<file path="src/rtl/cache_ctrl_pkg.sv">
// Shared constants for the direct-mapped write-through cache controller:
// default geometry and FSM state encodings.
package cache_ctrl_pkg;

    localparam int unsigned DEF_ADDR_W  = 16;
    localparam int unsigned DEF_INDEX_W = 6;
    localparam int unsigned DEF_DATA_W  = 8;
    localparam int unsigned DEF_TAG_W   = DEF_ADDR_W - DEF_INDEX_W;
    localparam int unsigned CACHESIZE   = 1 << DEF_INDEX_W;

    localparam logic [2:0] S_IDLE    = 3'd0;
    localparam logic [2:0] S_COMPARE = 3'd1;
    localparam logic [2:0] S_MEM_RD  = 3'd2;
    localparam logic [2:0] S_MEM_WR  = 3'd3;
    localparam logic [2:0] S_RESP    = 3'd4;

endpackage

</file>
<file path="src/rtl/cache_ctrl_tag_store.sv">
// Tag array plus valid-bit vector for the direct-mapped cache; lookup and
// update share one index, and the hit output is purely combinational.
module cache_ctrl_tag_store #(
    parameter int unsigned INDEX_W = 6,
    parameter int unsigned TAG_W   = 10
) (
    input  logic               Clk,
    input  logic               Reset_n,
    input  logic               Flush,
    input  logic [INDEX_W-1:0] Index,
    input  logic [TAG_W-1:0]   Tag,
    input  logic               Write,
    output logic               Hit
);

    localparam int unsigned Lines = 1 << INDEX_W;

    logic [TAG_W-1:0] tagMem [Lines];
    logic [Lines-1:0] validQ;

    always_ff @(posedge Clk or negedge Reset_n) begin
        if (!Reset_n) begin
            validQ <= '0;
        end else if (Flush) begin
            validQ <= '0;
        end else if (Write) begin
            validQ[Index] <= 1'b1;
        end
    end

    // Tags need no reset: a line is only trusted once its valid bit is set.
    always_ff @(posedge Clk) begin
        if (Write) begin
            tagMem[Index] <= Tag;
        end
    end

    assign Hit = validQ[Index] && (tagMem[Index] == Tag);

endmodule

</file>
<file path="src/rtl/cache_ctrl.sv">
// Direct-mapped, write-through, no-write-allocate cache controller: owns the
// tag/valid store, sequences the data RAM and runs the memory handshake.
module cache_ctrl
    import cache_ctrl_pkg::*;
#(
    parameter int unsigned ADDR_W  = DEF_ADDR_W,
    parameter int unsigned INDEX_W = DEF_INDEX_W,
    parameter int unsigned DATA_W  = DEF_DATA_W
) (
    input  logic               Clk,
    input  logic               Reset_n,
    input  logic               CpuReq,
    input  logic               CpuWe,
    input  logic [ADDR_W-1:0]  CpuAddr,
    input  logic [DATA_W-1:0]  CpuWdata,
    input  logic               Flush,
    output logic               CpuReady,
    output logic [DATA_W-1:0]  CpuRdata,
    output logic [INDEX_W-1:0] RamAddr,
    output logic [DATA_W-1:0]  RamDin,
    output logic               RamWrite,
    input  logic [DATA_W-1:0]  RamDout,
    output logic               MemReq,
    output logic               MemWe,
    output logic [ADDR_W-1:0]  MemAddr,
    output logic [DATA_W-1:0]  MemWdata,
    input  logic [DATA_W-1:0]  MemRdata,
    input  logic               MemAck
);

    localparam int unsigned TAG_W = ADDR_W - INDEX_W;

    logic [2:0]         stateQ, stateD;
    logic [ADDR_W-1:0]  addrQ;
    logic [DATA_W-1:0]  wdataQ;
    logic               weQ;
    logic [DATA_W-1:0]  rdataQ;
    logic               hit;
    logic               tagWrite;
    logic               flushAll;
    logic               accept;
    logic [INDEX_W-1:0] idxQ;
    logic [TAG_W-1:0]   tagQ;

    assign idxQ = addrQ[INDEX_W-1:0];
    assign tagQ = addrQ[ADDR_W-1:INDEX_W];

    cache_ctrl_tag_store #(
        .INDEX_W (INDEX_W),
        .TAG_W   (TAG_W)
    ) u_tag_store (
        .Clk     (Clk),
        .Reset_n (Reset_n),
        .Flush   (flushAll),
        .Index   (idxQ),
        .Tag     (tagQ),
        .Write   (tagWrite),
        .Hit     (hit)
    );

    // Flush wins over a simultaneous request; the request is taken next cycle.
    assign flushAll = (stateQ == S_IDLE) && Flush;
    assign accept   = (stateQ == S_IDLE) && !Flush && CpuReq;

    always_comb begin
        stateD   = stateQ;
        RamWrite = 1'b0;
        RamDin   = wdataQ;
        tagWrite = 1'b0;
        case (stateQ)
            S_IDLE: begin
                if (accept) begin
                    stateD = S_COMPARE;
                end
            end
            S_COMPARE: begin
                if (weQ) begin
                    RamWrite = hit;
                    stateD   = S_MEM_WR;
                end else begin
                    stateD = hit ? S_RESP : S_MEM_RD;
                end
            end
            S_MEM_RD: begin
                if (MemAck) begin
                    RamWrite = 1'b1;
                    RamDin   = MemRdata;
                    tagWrite = 1'b1;
                    stateD   = S_RESP;
                end
            end
            S_MEM_WR: begin
                if (MemAck) begin
                    stateD = S_RESP;
                end
            end
            S_RESP:  stateD = S_IDLE;
            default: stateD = S_IDLE;
        endcase
    end

    // In IDLE the RAM address follows the CPU so the accepting edge reads the line.
    assign RamAddr = (stateQ == S_IDLE) ? CpuAddr[INDEX_W-1:0] : idxQ;

    always_ff @(posedge Clk or negedge Reset_n) begin
        if (!Reset_n) begin
            stateQ <= S_IDLE;
            addrQ  <= '0;
            wdataQ <= '0;
            weQ    <= 1'b0;
            rdataQ <= '0;
        end else begin
            stateQ <= stateD;
            if (accept) begin
                addrQ  <= CpuAddr;
                wdataQ <= CpuWdata;
                weQ    <= CpuWe;
            end
            if (stateQ == S_COMPARE && !weQ && hit) begin
                rdataQ <= RamDout;
            end else if (stateQ == S_MEM_RD && MemAck) begin
                rdataQ <= MemRdata;
            end
        end
    end

    assign CpuReady = (stateQ == S_RESP);
    assign CpuRdata = rdataQ;
    assign MemReq   = (stateQ == S_MEM_RD) || (stateQ == S_MEM_WR);
    assign MemWe    = (stateQ == S_MEM_WR);
    assign MemAddr  = addrQ;
    assign MemWdata = wdataQ;

endmodule

</file>
<file path="config.mk">
export PLATFORM = sky130hd
export DESIGN_NAME = cache_ctrl
export DESIGN_NICKNAME = d
export VERILOG_FILES = /design/src/rtl/cache_ctrl_pkg.sv /design/src/rtl/cache_ctrl_tag_store.sv /design/src/rtl/cache_ctrl.sv
export SDC_FILE = /design/constraint.sdc
export NUM_CORES = 1
export LEC_CHECK = 0
export ABC_AREA = 0
export BUFFER_PORTS_ARGS = -buffer_cell sky130_fd_sc_hd__buf_2
export CAP_MARGIN = 20
export CORE_ASPECT_RATIO = 0.75
export CORE_MARGIN = 5
export CORE_UTILIZATION = 45
export CTS_CLUSTER_DIAMETER = 60
export DETAILED_ROUTE_END_ITERATION = 7
export GPL_ROUTABILITY_DRIVEN = 0
export SLEW_MARGIN = 40
export SYNTH_ARGS = -nofsm -noshare
export SYNTH_HDL_FRONTEND = slang
export SYNTH_SLANG_ARGS = --single-unit
</file>
<file path="constraint.sdc">
create_clock -name Clk -period 3.6 [get_ports Clk]
set_input_delay 0.18 -clock Clk [delete_from_list [all_inputs] [get_ports Clk]]
set_output_delay 0.18 -clock Clk [all_outputs]
set_load 0.02 [all_outputs]
</file>
==> Flow_metrics.wiki <==
{| class="wikitable"
! Metric !! Value
|-
| Number of filler cells placed in the layout || 5,164
|-
| Number of global-route vias before repair || 19,000
|-
| Violated checks || setup timing
|-
| Layout Nets || 2,248
|-
| Antenna Diode Count || 0
|-
| Clock tree from TritonCTS || built
|-
| Area of the core region || 65,300 sq um
|-
| Fraction of final layout cells with drive strength greater than 1 || 30.5%
|-
| Pwr Density || 881 nW/um^2
|-
| Die Footprint || 71,200 sq um
|-
| Most area-hungry cell type in the Yosys netlist || sky130_fd_sc_hd__edfxtp_1
|-
| Buffers added on ports || 95
|-
| Post-synthesis to final-layout area growth || 22.7%
|-
| Critical-path maximum fanout || 6
|-
| Launch point of the worst reg-to-reg path || MemAddr[0]
|-
| Worst-skew pair later-pin latency || 0.63 ns
|-
| Post-Synthesis Cells || 1,801
|-
| Total placed instance area || 33,300 sq um
|-
| Power consumption || 32,000 uW
|-
| Post-synth ARST share || 13.5%
|-
| Critical path data arrival time || 4.09 ns
|-
| Worst supply voltage drop on vdd || 0.000676 V
|-
| Final setup margin || -0.669 ns
|-
| Type of origin of the critical path || flop
|-
| Setup slack of the most critical reg-to-reg path || -0.54 ns
|-
| Length of the first detailed-routing pass in iterations || 6
|-
| Final core utilization || 55.7%
|-
| Crit path from || MemAddr[0]
|-
| Met3 GRT Util || 9.02%
|-
| Warnings from Yosys || 0
|-
| Data required, critical path || 3.42 ns
|-
| Sum of net half-perimeters after detailed placement || 64,100 microns
|-
| Worst slew margin relative to its limit || 41.5%
|-
| Per-cell via count in the routed design || 6.20
|-
| Max-capacitance violation count || 0
|-
| Cell area after layout || 36,400 sq um
|-
| Effective utilization at floorplan || 45.4%
|-
| Clock slew at reported path FFs || 0.07 ns
|-
| DRC violations left || 0
|-
| Met2 routing resource usage after global routing || 38.0%
|-
| Min Tclk post-route || 4.27 ns
|-
| Vertical extent of the die || 232 microns
|-
| Reg2reg end || CpuRdata[5]
|-
| Final global-route overflow total || 0
|-
| Number of cells on the worst reg-to-reg path || 11
|-
| Met1 Usage GRT || 39.1%
|-
| CP Capture Type || output pin
|-
| Sequential area share after synthesis || 73.3%
|-
| Most frequent cells in the layout || sky130_fd_sc_hd__edfxtp_1 (640), sky130_fd_sc_hd__buf_4 (279), sky130_fd_sc_hd__mux2i_1 (116), sky130_fd_sc_hd__buf_2 (93), sky130_fd_sc_hd__nand2_1 (92)
|-
| Number of sinks handled by clock tree synthesis || 740
|-
| Total wirelength of the detailed-routed design || 95,900 microns
|-
| Final Cycle Share || 119%
|-
| Transition time at the pin with the least slew margin || 0.876 ns
|-
| F_max || 0.234 GHz
|-
| Proportion of netlist area held by the largest area contributor || 64.8%
|-
| Ports placed on the boundary || 96
|-
| GR Util All Layers || 26.7%
|-
| Row count || 81
|-
| Global-route wire length before repair || 137,000 microns
|-
| CTS Buf Count || 72
|-
| Post-detailed-route count of antenna-violating nets || 0
|-
| Total via count in the routed design || 19,400
|-
| Dominant register cell in the synthesized netlist || sky130_fd_sc_hd__edfxtp_1
|-
| Static leakage || 0.0132 uW
|-
| Unrepaired setup endpoints after global routing || yes
|-
| Max-slew violation count || 0
|-
| Finish-stage setup viols || 10
|-
| Floorplan die width || 306 microns
|-
| Buffer cell driving the clock tree root || sky130_fd_sc_hd__clkbuf_16
|-
| Antenna violations before repair || 2
|-
| Longest Clk Path Bufs || 3
|-
| Worst Hold Class || input pin to async pin
|-
| Mean Syn Cell Area || 16.5 sq um
|-
| Number of storage elements in the synthesis netlist || 740
|-
| Detail-routed net length per standard cell || 30.6 microns
|-
| Iter 0 DRT Violations || 2,982
|-
| Net count after synthesis || 1,847
|-
| Routing layer with the top usage in global route || met1
|-
| Summed instance area of the synthesized netlist || 29,600 sq um
|-
| EDFF count, synth || 640
|-
| Worst hold margin || 0.177 ns
|-
| Commonest non-fill, non-tap cell in the layout || sky130_fd_sc_hd__edfxtp_1
|-
| Number of distinct library cells after synthesis || 70
|-
| Critical Setup Path Class || flop to output pin
|-
| Clock H-tree levels || 3
|-
| Last element of the critical path || RamWrite
|-
| Count of final hold-check violations || 0
|-
| Run status || finished, violations left
|-
| Top area cells in the synthesized netlist || sky130_fd_sc_hd__edfxtp_1 (65%), sky130_fd_sc_hd__dfrtp_1 (8.4%), sky130_fd_sc_hd__mux2i_1 (4.1%), sky130_fd_sc_hd__mux4_2 (2.6%), sky130_fd_sc_hd__mux2_2 (2.4%)
|-
| Skew final || 0.0207 ns
|-
| Maximum number of pins on one net before global-route repair || 78
|}
## registers in the layout, summed over array words and instances, names as in the netlist
name / flops
MemWdata: 8
MemAddr: 16
u_tag_store.tagMem: 640
u_tag_store.validQ: 64
stateQ: 3
CpuRdata: 8
weQ: 1
## layer usage
layer,routed length [microns],part of all wire (%),vias to the layer above
li1,-,-,8034
met1,39500,41,9900
met2,41000,43,1284
met3,12400,13,198
met4,2990,3.1,2
met5,13,0.014,-
## through the flow
step | TNS (ns) | setup slack, ns | std cells
2_1_floorplan | 0 | 0.00878 | 1801
3_3_place_gp | -5.87 | -0.635 | 2952
3_5_place_dp | -6.07 | -0.663 | 2952
4_1_cts | -4.90 | -0.716 | 3133
5_1_grt | -5.22 | -0.713 | 3133
6_report | -5.14 | -0.669 | 3133
## area by class of cell
type | count | area, sq um | share of cell area [%]
Clock inverter | 42 | 442 | 1.21
Tap cell | 871 | 1090 | 3.00
Timing Repair Buffer | 450 | 3620 | 9.96
Inverter | 15 | 56.3 | 0.155
Multi-Input combinational cell | 923 | 7460 | 20.5
Sequential cell | 740 | 21700 | 59.8
Clock buffer | 92 | 1950 | 5.36
## what timing repair did
action / 4_1_cts / 5_1_grt
setup endpoints to repair: 11 / 10
buffers inserted: 3 / 0
hold buffers: 45 / 0
resized for setup: 19 / 26
pin swaps: 5 / 13
hold endpoints to repair: 112 / 0
## where the power goes
group | switching (uW) | internal, uW | total (uW)
clock network | 3270 | 4380 | 7650
logic | 8170 | 4960 | 13100
registers | 493 | 10800 | 11300
## synthesized netlist by cell type (all sizes together) (6+ instances only)
library cell and count:
a22o 12, dfrtp 100, a22oi 57, and3 6, inv 15, nor2 90, o211ai 11, o21a 65
nand3 24, nor4 7, a211oi 11, a21oi 24, o21ai 20, o32ai 13, o22ai 31, clkbuf 58
o2bb2ai 6, nor3 22, buf 65, a31oi 6, nor2b 13, nand2 94, mux4 34, a221o 12
or2 12, a221oi 61, mux2i 120, edfxtp 640, mux2 71, nand2b 10, o221ai 16
## worst max-delay path: stages, from the launching register on
cell,delay (ns)
sky130_fd_sc_hd__dfrtp_4,0.54
sky130_fd_sc_hd__buf_6,0.15
sky130_fd_sc_hd__mux2_2,0.26
sky130_fd_sc_hd__a221o_1,0.29
sky130_fd_sc_hd__a222oi_1,0.59
sky130_fd_sc_hd__o22ai_1,0.20
sky130_fd_sc_hd__nor4b_2,0.28
sky130_fd_sc_hd__mux2i_1,0.11
sky130_fd_sc_hd__or4_4,0.54
sky130_fd_sc_hd__nor3_4,0.18
sky130_fd_sc_hd__a31o_2,0.20
sky130_fd_sc_hd__buf_6,0.12
## how the worst min path moves through the flow
stage	start	slack [ns]	cells after the start	end
finish	Reset_n	0.18	2	MemWdata[5]
global route	Reset_n	0.24	2	MemWdata[5]
CTS	Reset_n	0.22	2	MemWdata[5]
detailed placement	Reset_n	0.29	1	MemAddr[3]
global placement	CpuWdata[0]	0.42	2	MemWdata[0]
floorplan	Reset_n	-0.12	0	CpuRdata[0]
## cells by family (layout without fill, tap and decap cells)
family          after synthesis  after routing  synth area share [%]
buf+inv                     138            599                  2.30
compound gates              378            378                  9.74
simple gates                315            315                  5.12
flops                       740            740                  73.3
xor+xnor                      5              5                 0.148
mux                         225            225                  9.43
Note: power is estimated with default switching activity, not from simulation.
